### src/rtl/ultrasonic_echo_emulator.sv
// ultrasonic_echo_emulator
// Emulates an ultrasonic ranging sensor. The trigger input goes through a
// synchronizer and must be held high long enough to count as a real trigger.
// An accepted trigger latches the target distance. After the burst delay, the
// block drives an echo pulse whose width encodes that distance, then waits out
// a hold-off time before it accepts the next trigger.
// Optional feature: define ULTRASONIC_EMU_STATS_EN to build the echo and
// runt statistics counters. Without it, both count outputs are tied to zero.
module ultrasonic_echo_emulator #(
  parameter int unsigned CLOCK_FREQ     = 32'd50_000_000,
  parameter int unsigned MIN_TRIG_US    = 32'd10,
  parameter int unsigned BURST_DELAY_US = 32'd250,
  parameter int unsigned US_PER_CM      = 32'd58,
  parameter int unsigned MAX_DIST_CM    = 32'd400,
  parameter int unsigned NO_ECHO_US     = 32'd38000,
  parameter int unsigned HOLDOFF_US     = 32'd10000
) (
  input  logic       clk,
  input  logic       rst,
  input  logic       trig_i,
  input  logic [8:0] dist_cm_i,
  output logic       echo_o,
  output logic       busy_o,
  output logic       done_o,
  output logic [7:0] echo_cnt_o,
  output logic [7:0] runt_cnt_o
);

  localparam logic [31:0] CYC_US       = CLOCK_FREQ / 32'd1_000_000;
  localparam logic [31:0] MIN_TRIG_CYC = MIN_TRIG_US * CYC_US;
  // The burst phase starts one cycle after the trigger-fall cycle, so one
  // cycle is removed from the load value. The echo then rises exactly the
  // full burst delay after the trigger-fall cycle.
  localparam logic [31:0] BURST_LOAD   = (BURST_DELAY_US * CYC_US) - 32'd1;
  localparam logic [31:0] NO_ECHO_CYC  = NO_ECHO_US * CYC_US;
  localparam logic [31:0] HOLDOFF_CYC  = HOLDOFF_US * CYC_US;
  localparam logic [31:0] CNT_MAX      = 32'hFFFF_FFFF;

  typedef enum logic [2:0] {
    ST_IDLE    = 3'd0,
    ST_TRIG    = 3'd1,
    ST_BURST   = 3'd2,
    ST_ECHO    = 3'd3,
    ST_HOLDOFF = 3'd4
  } state_t;

  logic        sync1_r;
  logic        trig_s;
  logic        trig_prev_r;
  state_t      state_r, state_nxt_s;
  logic [31:0] trig_cnt_r, trig_cnt_nxt_s;
  logic [31:0] timer_r, timer_nxt_s;
  logic [8:0]  dist_r, dist_nxt_s;
  logic        echo_r, echo_nxt_s;
  logic        busy_r, busy_nxt_s;
  logic        done_r, done_nxt_s;

  // Returns the echo width in cycles. In-range distances give a width
  // proportional to the distance. Zero or out-of-range distances give the
  // no-object width.
  function automatic logic [31:0] echo_width(input logic [8:0] d);
    logic [31:0] d32;
    d32 = {23'd0, d};
    if ((d32 >= 32'd1) && (d32 <= MAX_DIST_CM)) begin
      echo_width = d32 * US_PER_CM * CYC_US;
    end else begin
      echo_width = NO_ECHO_CYC;
    end
  endfunction

  // Two-flop synchronizer for the asynchronous trigger, plus a delayed copy
  // of the synchronized trigger for rising-edge detection.
  always_ff @(posedge clk) begin
    if (rst) begin
      sync1_r     <= 1'b0;
      trig_s      <= 1'b0;
      trig_prev_r <= 1'b0;
    end else begin
      sync1_r     <= trig_i;
      trig_s      <= sync1_r;
      trig_prev_r <= trig_s;
    end
  end

  // Computes the next state, the next counter values and the next
  // registered outputs.
  always_comb begin
    state_nxt_s    = state_r;
    trig_cnt_nxt_s = trig_cnt_r;
    timer_nxt_s    = timer_r;
    dist_nxt_s     = dist_r;
    echo_nxt_s     = 1'b0;
    done_nxt_s     = 1'b0;
    case (state_r)
      ST_IDLE: begin
        // A trigger that is already high on entry shows no edge here, so
        // it is ignored until it drops.
        if (trig_s && !trig_prev_r) begin
          state_nxt_s    = ST_TRIG;
          trig_cnt_nxt_s = 32'd1;
        end else begin
          trig_cnt_nxt_s = 32'd0;
        end
      end
      ST_TRIG: begin
        if (trig_s) begin
          if (trig_cnt_r != CNT_MAX) begin
            trig_cnt_nxt_s = trig_cnt_r + 32'd1;
          end else begin
            trig_cnt_nxt_s = trig_cnt_r;
          end
        end else if (trig_cnt_r >= MIN_TRIG_CYC) begin
          state_nxt_s = ST_BURST;
          dist_nxt_s  = dist_cm_i;
          timer_nxt_s = BURST_LOAD;
        end else begin
          state_nxt_s = ST_IDLE;
        end
      end
      ST_BURST: begin
        if (timer_r <= 32'd1) begin
          state_nxt_s = ST_ECHO;
          echo_nxt_s  = 1'b1;
          timer_nxt_s = echo_width(dist_r);
        end else begin
          timer_nxt_s = timer_r - 32'd1;
        end
      end
      ST_ECHO: begin
        if (timer_r <= 32'd1) begin
          state_nxt_s = ST_HOLDOFF;
          done_nxt_s  = 1'b1;
          timer_nxt_s = HOLDOFF_CYC;
        end else begin
          echo_nxt_s  = 1'b1;
          timer_nxt_s = timer_r - 32'd1;
        end
      end
      ST_HOLDOFF: begin
        if (timer_r <= 32'd1) begin
          state_nxt_s = ST_IDLE;
          timer_nxt_s = 32'd0;
        end else begin
          timer_nxt_s = timer_r - 32'd1;
        end
      end
      default: begin
        state_nxt_s = ST_IDLE;
        timer_nxt_s = 32'd0;
      end
    endcase
    busy_nxt_s = (state_nxt_s == ST_BURST) || (state_nxt_s == ST_ECHO) ||
                 (state_nxt_s == ST_HOLDOFF);
  end

  // State, counters and registered outputs. Reset clears everything on the
  // next edge, so an echo in progress ends without a done pulse.
  always_ff @(posedge clk) begin
    if (rst) begin
      state_r    <= ST_IDLE;
      trig_cnt_r <= 32'd0;
      timer_r    <= 32'd0;
      dist_r     <= 9'd0;
      echo_r     <= 1'b0;
      busy_r     <= 1'b0;
      done_r     <= 1'b0;
    end else begin
      state_r    <= state_nxt_s;
      trig_cnt_r <= trig_cnt_nxt_s;
      timer_r    <= timer_nxt_s;
      dist_r     <= dist_nxt_s;
      echo_r     <= echo_nxt_s;
      busy_r     <= busy_nxt_s;
      done_r     <= done_nxt_s;
    end
  end

  assign echo_o = echo_r;
  assign busy_o = busy_r;
  assign done_o = done_r;

`ifdef ULTRASONIC_EMU_STATS_EN
  logic       echo_evt_s;
  logic       runt_evt_s;
  logic [7:0] echo_cnt_r;
  logic [7:0] runt_cnt_r;

  assign echo_evt_s = (state_r == ST_ECHO) && (state_nxt_s == ST_HOLDOFF);
  assign runt_evt_s = (state_r == ST_TRIG) && (state_nxt_s == ST_IDLE);

  // Wrapping statistics counters. The echo count updates on the same edge
  // that raises done.
  always_ff @(posedge clk) begin
    if (rst) begin
      echo_cnt_r <= 8'd0;
      runt_cnt_r <= 8'd0;
    end else begin
      if (echo_evt_s) begin
        echo_cnt_r <= echo_cnt_r + 8'd1;
      end
      if (runt_evt_s) begin
        runt_cnt_r <= runt_cnt_r + 8'd1;
      end
    end
  end

  assign echo_cnt_o = echo_cnt_r;
  assign runt_cnt_o = runt_cnt_r;
`else
  assign echo_cnt_o = 8'd0;
  assign runt_cnt_o = 8'd0;
`endif

endmodule

### config.mk
export PLATFORM = sky130hd
export DESIGN_NAME = ultrasonic_echo_emulator
export DESIGN_NICKNAME = d
export VERILOG_FILES = /design/src/rtl/ultrasonic_echo_emulator.sv
export SDC_FILE = /design/constraint.sdc
export NUM_CORES = 1
export LEC_CHECK = 0
export BUFFER_PORTS_ARGS = -buffer_cell sky130_fd_sc_hd__buf_2
export CORE_MARGIN = 5
export CORE_UTILIZATION = 65
export CTS_BUF_LIST = sky130_fd_sc_hd__clkbuf_4
export DETAILED_ROUTE_END_ITERATION = 8
export HOLD_SLACK_MARGIN = 0.06
export PLACE_DENSITY = 0.82
export SYNTH_ARGS = -nofsm -noshare
export SYNTH_HDL_FRONTEND = slang
export SYNTH_SLANG_ARGS = --single-unit
### constraint.sdc
create_clock -name clk -period 12.64 [get_ports clk]
set_input_delay 2.528 -clock clk [delete_from_list [all_inputs] [get_ports clk]]
set_output_delay 2.528 -clock clk [all_outputs]
set_load 0.1 [all_outputs]
# == After elaboration in Yosys (flattened, before gate mapping) ==
# Cells that the tools add are included.
# classes
add_sub_neg,2
mul,2
magnitude_cmp,4
eq_ne,12
mux,21
bitwise_logic,3
reduce_logical,11
# ops
operator,count
$mux 32,7
$pmux 32 s5,1
$pmux 32 s2,1
$add 32x1->32 const B,1
$ge 32x9->1 const B,1
$le 32x1->1 const B,1
$ne 32x32->1 const B,1
$sub 32x1->32 const B,1
$mux 21,1
$mul 14x5->19 const B,1
$mux 3,5
$pmux 3 s5,1
$mul 9x5->14 const B,1
$eq 3x2->1 const B,4
$ge 9x1->1 const B,1
$le 9x9->1 const B,1
$reduce_and 3->1,3
$ne 2x2->1 const B,4
$eq 3x3->1 const B,2
$eq 3x1->1 const B,1
$logic_not 3->1,1
$mux 1,3
$not 1->1,3
$logic_and 1x1->1,2
6 further kinds,7
# word_totals
regBits,82
in_bits,12
output_inout_bits,19
wordCells,65

# == Longest topological paths before layout ==
# depth
depth_word,7
mapped_depth,27

# == Worst setup path before layout ==
# OpenSTA, ideal clock, no wires.
# synth_path
kind,register to register
start,register dist_r[1]
end,register timer_r[16]
t_arrival_ns,5.897
path_slack_ns,6.612
path_stages_with_launch,26
path_buffers,0
period_less_slack_ns,6.028
path_cell_list,dfxtp_1 inv_1 fa_1 inv_1 ha_1 fa_1 ha_1 a21oi_1 o21bai_1 a21oi_1 o21ai_0 xnor2_1 inv_1 ha_1 ha_1 inv_1 fa_1 inv_1 ha_1 and2_1 a22o_1 a311oi_1 xor2_1 nor2_1 a2111oi_0 nor3_1
# synth_between
elab_chain_len,5
elab_cells_between_ends,8
classes_between,2 x mul; 2 x order compare; 3 x mux; 1 x reduce/logical
# synth_rtl
item,line_no,source
start: declaration,53,"logic [8:0] dist_r, dist_nxt_s;"
start signal: assignment,171,dist_r <= dist_nxt_s;
$mul 9x5->14 (tied with other cells),65,echo_width = d32 * US_PER_CM * CYC_US;
$mul 14x5->19 or $logic_and 1x1->1 (tied branches),"65, 64",
$mux 21 (*),64,if ((d32 >= 32'd1) && (d32 <= MAX_DIST_CM)) begin
$mux 32 (*),121,if (timer_r <= 32'd1) begin
$pmux 32 s5 (*),94,case (state_r)
end signal: assignment,170,timer_r <= timer_nxt_s;
end: declaration,52,"logic [31:0] timer_r, timer_nxt_s;"
# Mark *: on every way between the ends. The rest lies on a longest branch, timed or not.
# A chain may end at the register's enable or synchronous reset.

# == Worst setup path after layout ==
# Ends and elaborated chain as after synthesis.

==> summary.txt <==
Synth
  • Async SR Flop Fraction: 0
  • Top post-synthesis cells by area: dfxtp_1, ha_1, fa_1, xnor2_1, nor2_1
  • Yosys reg bits: 82
  • Most common cell in the synthesized netlist: ha_1
  • Most area-hungry cell type in the Yosys netlist: dfxtp_1
  • Post-synth top area share: 0.235
  • Mapped Area: roughly 7000 µm²
  • Count of cell types in the netlist: between 60 and 70
  • Synth top cells by count: ha_1, nor2_1, dfxtp_1, inv_1, nand2_1
  • Number of synthesized flops with an enable pin: 0
  • Syn Inst Count: approximately 840
  • Yosys warns: 0
  • Seq/Total Area, Yosys: 0.235
  • Synthesized area per cell: around 8.3 µm²
  • Top FF cell, synth: dfxtp_1

Clocking
  • CTS tree: yes
  • Clock latency on the worst-skew pair: approximately 0.47 ns
  • CTS Hold Bufs: 0
  • Longest Clk Path Bufs: 2
  • Clock H-tree levels: 3
  • Sink Count: 82
  • Post-cts sizing count: 0
  • Num CTS Buffers: 9
  • Setup bufs post-CTS: 0
  • Clock root buffer: clkbuf_4
  • Clk pin slew, worst setup/hold paths: 0.13 ns

STA
  • Fin crit period: ~6.5 ns
  • Worst-case headroom to the max-slew limit: 0.132
  • FMAX: roughly 0.15 GHz
  • Final period util: 0.518
  • Final hold violation count: 0
  • Final hold slack: between 0.4 and 0.5 ns
  • Final Slew Violations: 0
  • Setup violators final: 0
  • Setup TNS: 0 ns
  • Setup Skew: 0.0172 ns
  • Worst-margin pin slew: about 1.3 ns
  • RSZ-0062 raised after global routing: false

Critical path
  • Crit path buf inv count: 5
  • Slowest cell on crit path: fa_1
  • Worst setup EP type: register
  • Top delay family on crit path: adder cells
  • Crit path max fanout: 6
  • Worst Path Arrival: 6.88 ns
  • Worst path required time: roughly 13 ns
  • Critical Path Max Stage Delay: roughly 0.56 ns
  • Startpoint types: register
  • WS Path Type: reg -> reg

Placement
  • IO Port Bufs: 14
  • Placer Congestion: approximately 0.9
  • Post-DP HPWL: around 13000 µm

Floorplanning
  • Die X: around 110 µm
  • DIE AREA: 12900 µm²
  • Die H: roughly 110 µm
  • Ports: 31
  • Rows: 37
  • Core area: about 10000 µm²
  • Initial Util: 0.670

Global route
  • Pin count of the biggest net entering global routing: 39
  • Vias in the first global route: between 6000 and 7000
  • Initial antenna violation count: 1
  • GRT overflow: 0
  • All-layer global routing usage: 0.259
  • First-pass GRT wire length: 27700 µm

Detailed routing
  • Wire length per cell: ~17 µm
  • Iteration-0 DRC Markers: roughly 510
  • Final WL: ~16000 µm
  • Via density: around 6.2
  • Via Count: about 6100
  • DRT Pass-1 Iters: 7
  • Residual DRC: 0
  • ANT nets after route: 0

Run
  • Max Cap Violations: 0

Layout
  • NumNets Final: about 970
  • Layout area overhead: 3.50%
  • Share of cells above drive strength 1: 0.0531

Power and ir drop
  • Leakage power: 3.42 nW
  • Power Total: around 0.46 mW
  • Pwr dens: ~64 nW/µm²
  • Peak supply drop: slightly below 0.06 mV

Hold path
  • Worst min path class: reg -> reg

Run status
  • Outcome: completed
final cells by class:
cell class                      instances  area (µm²)
Timing Repair Buffer                   15        77.6
Tap cell                              136         170
Antenna cell                            1        2.50
Clock inverter                          6        81.3
Sequential cell                        82        1640
Multi-Input combinational cell        652        4860
Clock buffer                           10        75.1
Inverter                               82         308
Fill cell                             831        3200
per-layer routing:
layer / GRT usage / vias up / wire [µm]
met5: 0 / - / 0
met4: 0.126 / 0 / 576
met3: 0.0398 / 53 / 845
met2: 0.459 / 240 / 8210
met1: 0.304 / 2875 / 6760
li1: - / 2931 / -
metrics by stage:
step                instance area, µm²  worst slack (ns)  instances  utilization
detailed placement                7060              6.11        967        0.678
global placement                  7060              6.29        967        0.678
floorplan                         7030              6.61        856            -
finish                            7220              6.09        984        0.693
global route                      7220              5.65        984        0.693
CTS                               7220              6.09        983        0.693
worst reg2reg max path, stage by stage (launching register included):
cell,delay (ns)
dfxtp_1,0.48
inv_1,0.17
fa_1,0.56
inv_1,0.04
ha_1,0.31
fa_1,0.47
ha_1,0.35
a21oi_1,0.22
o21bai_1,0.09
a21oi_1,0.29
o21ai_0,0.22
xnor2_1,0.29
inv_1,0.12
ha_1,0.31
ha_1,0.28
inv_1,0.05
fa_1,0.49
inv_1,0.04
ha_1,0.33
and2_1,0.18
a22o_1,0.21
a311oi_1,0.28
xor2_1,0.19
nor2_1,0.06
a2111oi_0,0.31
nor3_1,0.08
registers in the layout, summed over array words and instances (netlist names):
name,count
done_o,1
dist_r,9
trig_s,1
sync1_r,1
trig_prev_r,1
trig_cnt_r,32
timer_r,32
state_r,3
busy_o,1
echo_o,1
report_power, final:
part	internal, mW	total [mW]	switching [mW]	leakage, nW
Sequential	0.259	0.260	0.000671	0.661
Combinational	0.00269	0.0293	0.0266	2.67
Clock	0.0811	0.175	0.0944	0.0838
final timing paths:
path | slack (ns) | endpoint | from | cells after the start
setup / recovery | 6.09 | timer_r[16]$_SDFFE_PP0P_ | dist_r[1]$_SDFFE_PP0P_ | 25
hold reg to reg | 0.46 | trig_s$_SDFF_PP0_ | sync1_r$_SDFF_PP0_ | 1
hold / removal | 0.46 | trig_s$_SDFF_PP0_ | sync1_r$_SDFF_PP0_ | 1
setup reg to reg | 6.09 | timer_r[16]$_SDFFE_PP0P_ | dist_r[1]$_SDFFE_PP0P_ | 25
cells in the final DEF, fill, tap and decap left out, types with 4 or more instances in the layout:
| cell type | instances |
|---|---|
| or4_1 | 11 |
| nand2_1 | 51 |
| xnor2_1 | 45 |
| a211oi_1 | 10 |
| nor2b_1 | 4 |
| and3_1 | 10 |
| a21oi_1 | 32 |
| o31ai_1 | 6 |
| or3_1 | 12 |
| mux2i_1 | 13 |
| or2_2 | 6 |
| conb_1 | 16 |
| and2_1 | 4 |
| ha_1 | 91 |
| a21o_1 | 9 |
| a211o_1 | 4 |
| nor2_1 | 83 |
| nor3_1 | 35 |
| nand3_1 | 20 |
| dfxtp_1 | 82 |
| clkbuf_4 | 10 |
| a31oi_1 | 4 |
| a221oi_1 | 9 |
| inv_1 | 82 |
| o21ai_0 | 32 |
| fa_1 | 22 |
| buf_2 | 14 |
| nand4_1 | 12 |
| nor4_1 | 22 |
| o21bai_1 | 4 |
| o211ai_1 | 11 |
| xor2_1 | 24 |
| and4_1 | 6 |
logic make-up (layout without fill, tap and decap cells):
family / count (synthesis) / count (layout) / synth area share
multiplexers: 14 / 14 / 0.0203
XOR/XNOR: 69 / 69 / 0.0866
other: 1 / 17 / 0.000538
buffers and inverters: 122 / 113 / 0.0755
AND/OR/NAND/NOR: 293 / 293 / 0.215
flip-flops: 82 / 82 / 0.235
AO/OA/AOI/OAI: 147 / 147 / 0.141
adder cells (fa/ha/maj): 113 / 113 / 0.226
Power figures use the tool's default switching activity.
